==> config.mk <==
export PLATFORM = sky130hd
export DESIGN_NAME = mesh_router
export DESIGN_NICKNAME = d
export VERILOG_FILES = /design/src/rtl/mesh_router.sv
export SDC_FILE = /design/constraint.sdc
export NUM_CORES = 1
export LEC_CHECK = 0
export BUFFER_PORTS_ARGS = -buffer_cell sky130_fd_sc_hd__buf_2
export CAP_MARGIN = 20
export CELL_PAD_IN_SITES_DETAIL_PLACEMENT = 1
export CELL_PAD_IN_SITES_GLOBAL_PLACEMENT = 1
export CORE_MARGIN = 3
export CORE_UTILIZATION = 54
export CTS_BUF_LIST = sky130_fd_sc_hd__clkbuf_8 sky130_fd_sc_hd__clkbuf_16
export DETAILED_ROUTE_END_ITERATION = 10
export GPL_TIMING_DRIVEN = 0
export HOLD_SLACK_MARGIN = 0.1
export PLACE_DENSITY_LB_ADDON = 0.1
export REMOVE_ABC_BUFFERS = 1
export SYNTH_ARGS = -nofsm -noshare
export SYNTH_HDL_FRONTEND = slang
export SYNTH_SLANG_ARGS = --single-unit
==> constraint.sdc <==
create_clock -name clk -period 11.8 [get_ports clk]
set_clock_uncertainty 0.1 [all_clocks]
set_input_delay 0.59 -clock clk [delete_from_list [all_inputs] [get_ports clk]]
set_output_delay 0.59 -clock clk [all_outputs]
set_load 0.05 [all_outputs]
==> src/rtl/mesh_router.sv <==
// 5-port mesh router: per-input FIFOs, XY routing, per-output round-robin with credit flow
// control, registered outputs, and a drop path for destinations behind absent ports.
module mesh_router #(
  parameter int unsigned DATA_W     = 16,
  parameter int unsigned COORD_W    = 4,
  parameter int unsigned FIFO_DEPTH = 4,
  parameter int unsigned XCOORD     = 0,
  parameter int unsigned YCOORD     = 0,
  parameter logic [4:0]  PORT_EN    = 5'b11111
) (
  input  logic              clk,
  input  logic              rst,
  input  logic [5*DATA_W-1:0] in_data,
  input  logic [4:0]        in_valid,
  output logic [4:0]        in_credit,
  output logic [5*DATA_W-1:0] out_data,
  output logic [4:0]        out_valid,
  input  logic [4:0]        out_credit,
  output logic [7:0]        drop_cnt,
  output logic              overflow
);

  localparam int unsigned PtrW = (FIFO_DEPTH > 1) ? $clog2(FIFO_DEPTH) : 1;
  localparam int unsigned CntW = $clog2(FIFO_DEPTH + 1);
  localparam logic [CntW-1:0]    Depth = CntW'(FIFO_DEPTH);
  localparam logic [COORD_W-1:0] MyX   = COORD_W'(XCOORD);
  localparam logic [COORD_W-1:0] MyY   = COORD_W'(YCOORD);

  localparam logic [2:0] PortN = 3'd0;
  localparam logic [2:0] PortS = 3'd1;
  localparam logic [2:0] PortE = 3'd2;
  localparam logic [2:0] PortW = 3'd3;
  localparam logic [2:0] PortL = 3'd4;

  logic [DATA_W-1:0] mem_q [5][FIFO_DEPTH];
  logic [PtrW-1:0]   wr_q [5];
  logic [PtrW-1:0]   rd_q [5];
  logic [CntW-1:0]   cnt_q [5];
  logic [CntW-1:0]   cnt_d [5];
  logic [CntW-1:0]   credit_q [5];
  logic [CntW-1:0]   credit_d [5];
  logic [2:0]        rr_q [5];
  logic [2:0]        rr_d [5];

  logic [5*DATA_W-1:0] out_data_q;
  logic [4:0]          out_valid_q;
  logic [4:0]          in_credit_q;
  logic [7:0]          drop_cnt_q, drop_cnt_d;
  logic                overflow_q;

  logic [DATA_W-1:0] head [5];
  logic [2:0]        rte [5];
  logic [2:0]        win [5];
  logic [4:0]        empty, drop, granted, pop, push, gnt;
  logic              ovf_set;
  logic [8:0]        drop_sum;

  function automatic logic [2:0] route_of(input logic [DATA_W-1:0] flit);
    logic [COORD_W-1:0] dx, dy;
    dx = flit[2*COORD_W-1:COORD_W];
    dy = flit[COORD_W-1:0];
    if (dx > MyX) return PortE;
    if (dx < MyX) return PortW;
    if (dy > MyY) return PortN;
    if (dy < MyY) return PortS;
    return PortL;
  endfunction

  always_comb begin
    for (int p = 0; p < 5; p++) begin
      empty[p] = (cnt_q[p] == '0);
      head[p]  = mem_q[p][rd_q[p]];
      rte[p]   = route_of(head[p]);
      // Head bound for an absent output is discarded without arbitration
      drop[p]  = !empty[p] && !PORT_EN[rte[p]];
    end
  end

  always_comb begin
    logic [3:0] sum;
    logic [2:0] idx;
    sum     = '0;
    idx     = '0;
    gnt     = '0;
    granted = '0;
    for (int o = 0; o < 5; o++) begin
      win[o]  = '0;
      rr_d[o] = rr_q[o];
      if (PORT_EN[o] && credit_q[o] != '0) begin
        for (int k = 0; k < 5; k++) begin
          sum = {1'b0, rr_q[o]} + 4'(k);
          idx = (sum >= 4'd5) ? 3'(sum - 4'd5) : sum[2:0];
          if (!gnt[o] && !empty[idx] && rte[idx] == 3'(o)) begin
            gnt[o]       = 1'b1;
            win[o]       = idx;
            granted[idx] = 1'b1;
          end
        end
      end
      if (gnt[o]) rr_d[o] = (win[o] == 3'd4) ? 3'd0 : win[o] + 3'd1;
    end
  end

  assign pop = drop | granted;

  always_comb begin
    ovf_set = 1'b0;
    for (int p = 0; p < 5; p++) begin
      // A pop in the same cycle frees the slot, so a write into a full FIFO still lands
      push[p] = in_valid[p] && PORT_EN[p] && (cnt_q[p] != Depth || pop[p]);
      if (in_valid[p] && PORT_EN[p] && cnt_q[p] == Depth && !pop[p]) ovf_set = 1'b1;
      unique case ({push[p], pop[p]})
        2'b10:   cnt_d[p] = cnt_q[p] + CntW'(1);
        2'b01:   cnt_d[p] = cnt_q[p] - CntW'(1);
        default: cnt_d[p] = cnt_q[p];
      endcase
    end
  end

  always_comb begin
    for (int o = 0; o < 5; o++) begin
      credit_d[o] = credit_q[o];
      if (gnt[o] && !out_credit[o]) begin
        credit_d[o] = credit_q[o] - CntW'(1);
      end else if (!gnt[o] && out_credit[o] && credit_q[o] != Depth) begin
        credit_d[o] = credit_q[o] + CntW'(1);
      end
    end
  end

  always_comb begin
    drop_sum = {1'b0, drop_cnt_q};
    for (int p = 0; p < 5; p++) drop_sum = drop_sum + 9'(drop[p]);
    drop_cnt_d = (drop_sum > 9'd255) ? 8'hFF : drop_sum[7:0];
  end

  always_ff @(posedge clk) begin
    for (int p = 0; p < 5; p++) begin
      if (push[p]) mem_q[p][wr_q[p]] <= in_data[p*DATA_W +: DATA_W];
    end
  end

  always_ff @(posedge clk or negedge rst) begin
    if (!rst) begin
      for (int p = 0; p < 5; p++) begin
        wr_q[p]     <= '0;
        rd_q[p]     <= '0;
        cnt_q[p]    <= '0;
        credit_q[p] <= Depth;
        rr_q[p]     <= '0;
      end
      out_data_q  <= '0;
      out_valid_q <= '0;
      in_credit_q <= '0;
      drop_cnt_q  <= '0;
      overflow_q  <= 1'b0;
    end else begin
      for (int p = 0; p < 5; p++) begin
        if (push[p]) wr_q[p] <= wr_q[p] + PtrW'(1);
        if (pop[p])  rd_q[p] <= rd_q[p] + PtrW'(1);
        cnt_q[p]    <= cnt_d[p];
        credit_q[p] <= credit_d[p];
        rr_q[p]     <= rr_d[p];
        if (gnt[p]) out_data_q[p*DATA_W +: DATA_W] <= head[win[p]];
      end
      out_valid_q <= gnt;
      in_credit_q <= pop;
      drop_cnt_q  <= drop_cnt_d;
      overflow_q  <= overflow_q | ovf_set;
    end
  end

  assign out_data  = out_data_q;
  assign out_valid = out_valid_q & PORT_EN;
  assign in_credit = in_credit_q & PORT_EN;
  assign drop_cnt  = drop_cnt_q;
  assign overflow  = overflow_q;

endmodule

==> run summary <==
The run finished with clean final reports. The area after detailed placement came out at about 0.024 mm². The number of setup violations in the final report is 0. The detailed router finished its first iteration with about 1600 violations. The required arrival time at the worst endpoint is around 12 ns.

The initial core utilization is 0.5492. The remaining number of nets flagged by the antenna check after routing came out at 0. The setup total negative slack came out at 0 ns. In this run the worst hold path is classified as in -> reg.

The core footprint is ~0.042 mm². The clock passes through at most 3 buffers. The number of synthesized register bits came out at 430. The number of search-and-repair iterations in the first detailed-routing pass came out at 5.

The detailed-placement wirelength estimate came out at 50.84 mm. The post-CTS setup repair buffer count is 0. The placer congestion estimate is 0.9526.

The number of sinks driven by the clock tree came out at 430. Clock latency on the worst-skew pair, taken at its later pin, is slightly below 0.6 ns. The width of the die came out at 213.0 µm. The gate count of the mapped netlist came out at 1797. After clock tree synthesis, the clock-pin slew on the worst setup and hold paths is about 0.070 ns. The yosys synthesis warning count is 0.

The number of CTS-inserted buffers is 44. The final max-slew violation count is 0. The transition time at the pin with the least slew margin came out at around 1.2 ns.

TritonCTS built the clock tree. The clock tree root driver cell is clkbuf_16. The global-route total usage across every layer is 0.3257. The startpoint type of the worst setup path is a flip-flop. After detailed routing, the number of remaining DRC violations is 0. The most used flip-flop cell after synthesis is edfxtp_1. During placement, the flow inserted port buffers numbering 146. The initial antenna violation count came out at 1.

The critical path data arrival time came out at 8.44 ns. The critical path is of the reg -> reg type. The count of max-cap constraint violations is 0. The share of the yosys chip area belonging to registers came out at 0.5344. Static timing analysis puts the maximum clock frequency at between 100 and 150 MHz. Setup repair after global routing left no endpoint under its margin. The finished cells cover around 0.026 mm².

For this run, the post-layout net count is 2070. The count of endpoints failing hold in the final timing report was 0. The summed instance area of the synthesized netlist came out at between 0.02 and 0.025 mm². The post-route fraction of the period consumed by the critical path came out at 0.6824.

The total wirelength of the detailed-routed design is 73.84 mm. The first global-routing pass estimated approximately 110 mm of wire. The number of antenna diodes came out at 0. The via count is about 16000.

The maximum fanout along the worst path came out at 22. The die is between 200 and 250 µm tall. The clock period could shrink to around 8 ns. The number of global-route vias before repair came out at around 17000. The total global routing overflow is 0. The number of H-tree levels came out at 2.

After detailed routing, the number of vias per cell comes to around 6.6. Entering global routing, the biggest net connects 90 pins. The number of enable-type register cells in the synthesized netlist is 320. The number of rows in the core area is 75. The share of post-route cells with drive strength above 1 came out at 0.2183. The remaining max-slew budget at the tightest pin came out at 0.1781.

The die covers between 0.04 and 0.05 mm². STA classifies the critical path endpoint as a flip-flop. The number of top-level design ports is about 190. The average routed wire per standard cell is between 20 and 30 µm.

The area added between synthesis and finish is 11.68%. In the synthesized netlist the async set-or-reset flop fraction comes to 0.2558. In this run the mean area of a mapped cell was between 10 and 15 µm². The distinct cell type count after synthesis came out at around 110.
## cell families after synthesis
family | after synthesis | synth area share
other | 1 | 0.0001621
xor gates and xnor gates | 42 | 0.01590
muxes | 192 | 0.1293
and+or+nand+nor | 452 | 0.1106
buffers and inverters | 215 | 0.04612
DFF | 430 | 0.5344
adders and majority gates | 62 | 0.03709
AOI/OAI and AO/OA | 403 | 0.1265
## flip-flops by register name, summed over array words and instances (netlist names), 3 cells and up
signal and count:
credit_q 9, wr_q 10, cnt_q 15, out_valid 3
in_credit 5, out_data 48, rr_q 9, rd_q 10
mem_q 320
## routing by layer
metal | wire (µm) | vias up | share of wire | global-route usage
met3 | 4625 | 198 | 0.063 | 0.05480
met1 | 29130 | 8473 | 0.39 | 0.4239
met2 | 36780 | 660 | 0.50 | 0.5470
li1 | - | 7106 | - | -
met5 | 14 | - | 0.00019 | 0
met4 | 3297 | 2 | 0.045 | 0.1347
## through the flow
step | setup WS (ns) | hold slack [ns] | utilization | cells
CTS | 3.970 | 0.1013 | 0.6119 | 2486
global placement | 3.086 | 0.3730 | 0.5679 | 2386
detailed placement | 4.075 | 0.3778 | 0.5747 | 2401
global route | 3.323 | 0.1074 | 0.6134 | 2490
finish | 3.748 | 0.1261 | 0.6134 | 2490
floorplan | 5.839 | 0.1944 | - | 1701
## cells in the mapped netlist, types with 46 or more instances
cell	number	area share
nand2_1	89	0.014
inv_1	74	0.012
clkbuf_1	46	0.0075
nor2_1	81	0.013
edfxtp_1	320	0.42
o21ai_0	69	0.015
buf_4	46	0.015
mux2i_1	75	0.032
dfrtp_1	107	0.12
ha_1	51	0.028
a21oi_1	63	0.014
mux4_2	81	0.079
## path summary, 6_finish.rpt
| check | from | depth (start not counted) | end | slack (ns) |
|---|---|---|---|---|
| max in group asynchronous | rst | 3 | out_data[14] | 10.45 |
| worst max register to register | rr_q[0] | 19 | cnt_q[8] | 3.75 |
| worst max-delay path | rr_q[0] | 19 | cnt_q[8] | 3.75 |
| min in group asynchronous | rst | 2 | cnt_q[0] | 0.36 |
| worst min-delay path | in_data[63] | 1 | mem_q[0][255] | 0.13 |
| worst min register to register | out_data[67] | 1 | out_data[67] | 0.40 |
## final cells by class
| class | instances | area [µm²] |
|---|---|---|
| Clock buffer | 46 | 1140 |
| Clock inverter | 35 | 389.1 |
| Fill cell | 4135 | 16290 |
| Inverter | 78 | 294.0 |
| Multi-Input combinational cell | 1193 | 9927 |
| Sequential cell | 430 | 12370 |
| Tap cell | 539 | 674.4 |
| Timing Repair Buffer | 169 | 1055 |
## cells in the final DEF, fill, tap and decap left out, types with 24 or more instances in the layout
cell / netlist / final
nor2b_1: 30 / 30
a211oi_1: 34 / 34
buf_2: 21 / 148
nor4_1: 24 / 24
edfxtp_1: 320 / 320
nor2_1: 81 / 72
o22ai_1: 32 / 32
nand2_1: 89 / 89
nand2b_1: 31 / 31
xnor2_1: 31 / 31
mux2i_1: 75 / 75
a21oi_1: 63 / 62
inv_1: 74 / 81
mux2_2: 24 / 24
mux4_2: 81 / 81
o21ai_0: 69 / 69
and2_1: 25 / 25
conb_1: 1 / 42
dfrtp_1: 107 / 107
ha_1: 51 / 51
nor3_1: 43 / 43
clkbuf_16: 0 / 45
## critical path, cell delays in order (launching register included)
cell	delay, ns
dfrtp_1	0.83
clkinv_1	0.48
ha_1	0.81
inv_1	0.28
a22oi_1	0.23
o21ai_0	0.21
nor4_1	0.50
nor2_1	0.18
a22oi_1	0.86
nor4_1	0.28
and3_1	0.29
a221oi_1	0.28
nand3_1	0.54
o21ai_2	0.84
ha_1	0.33
inv_1	0.07
fa_1	0.40
xor2_1	0.16
nor2_1	0.11
xor2_1	0.16
## repair_timing
item,CTS,global route
gates resized for setup,0,0
hold endpoints to repair,32,0
hold buffers,4,0
Power is not shown: default switching activity piles up to over one toggle a cycle in this logic, so the estimate is an artifact.
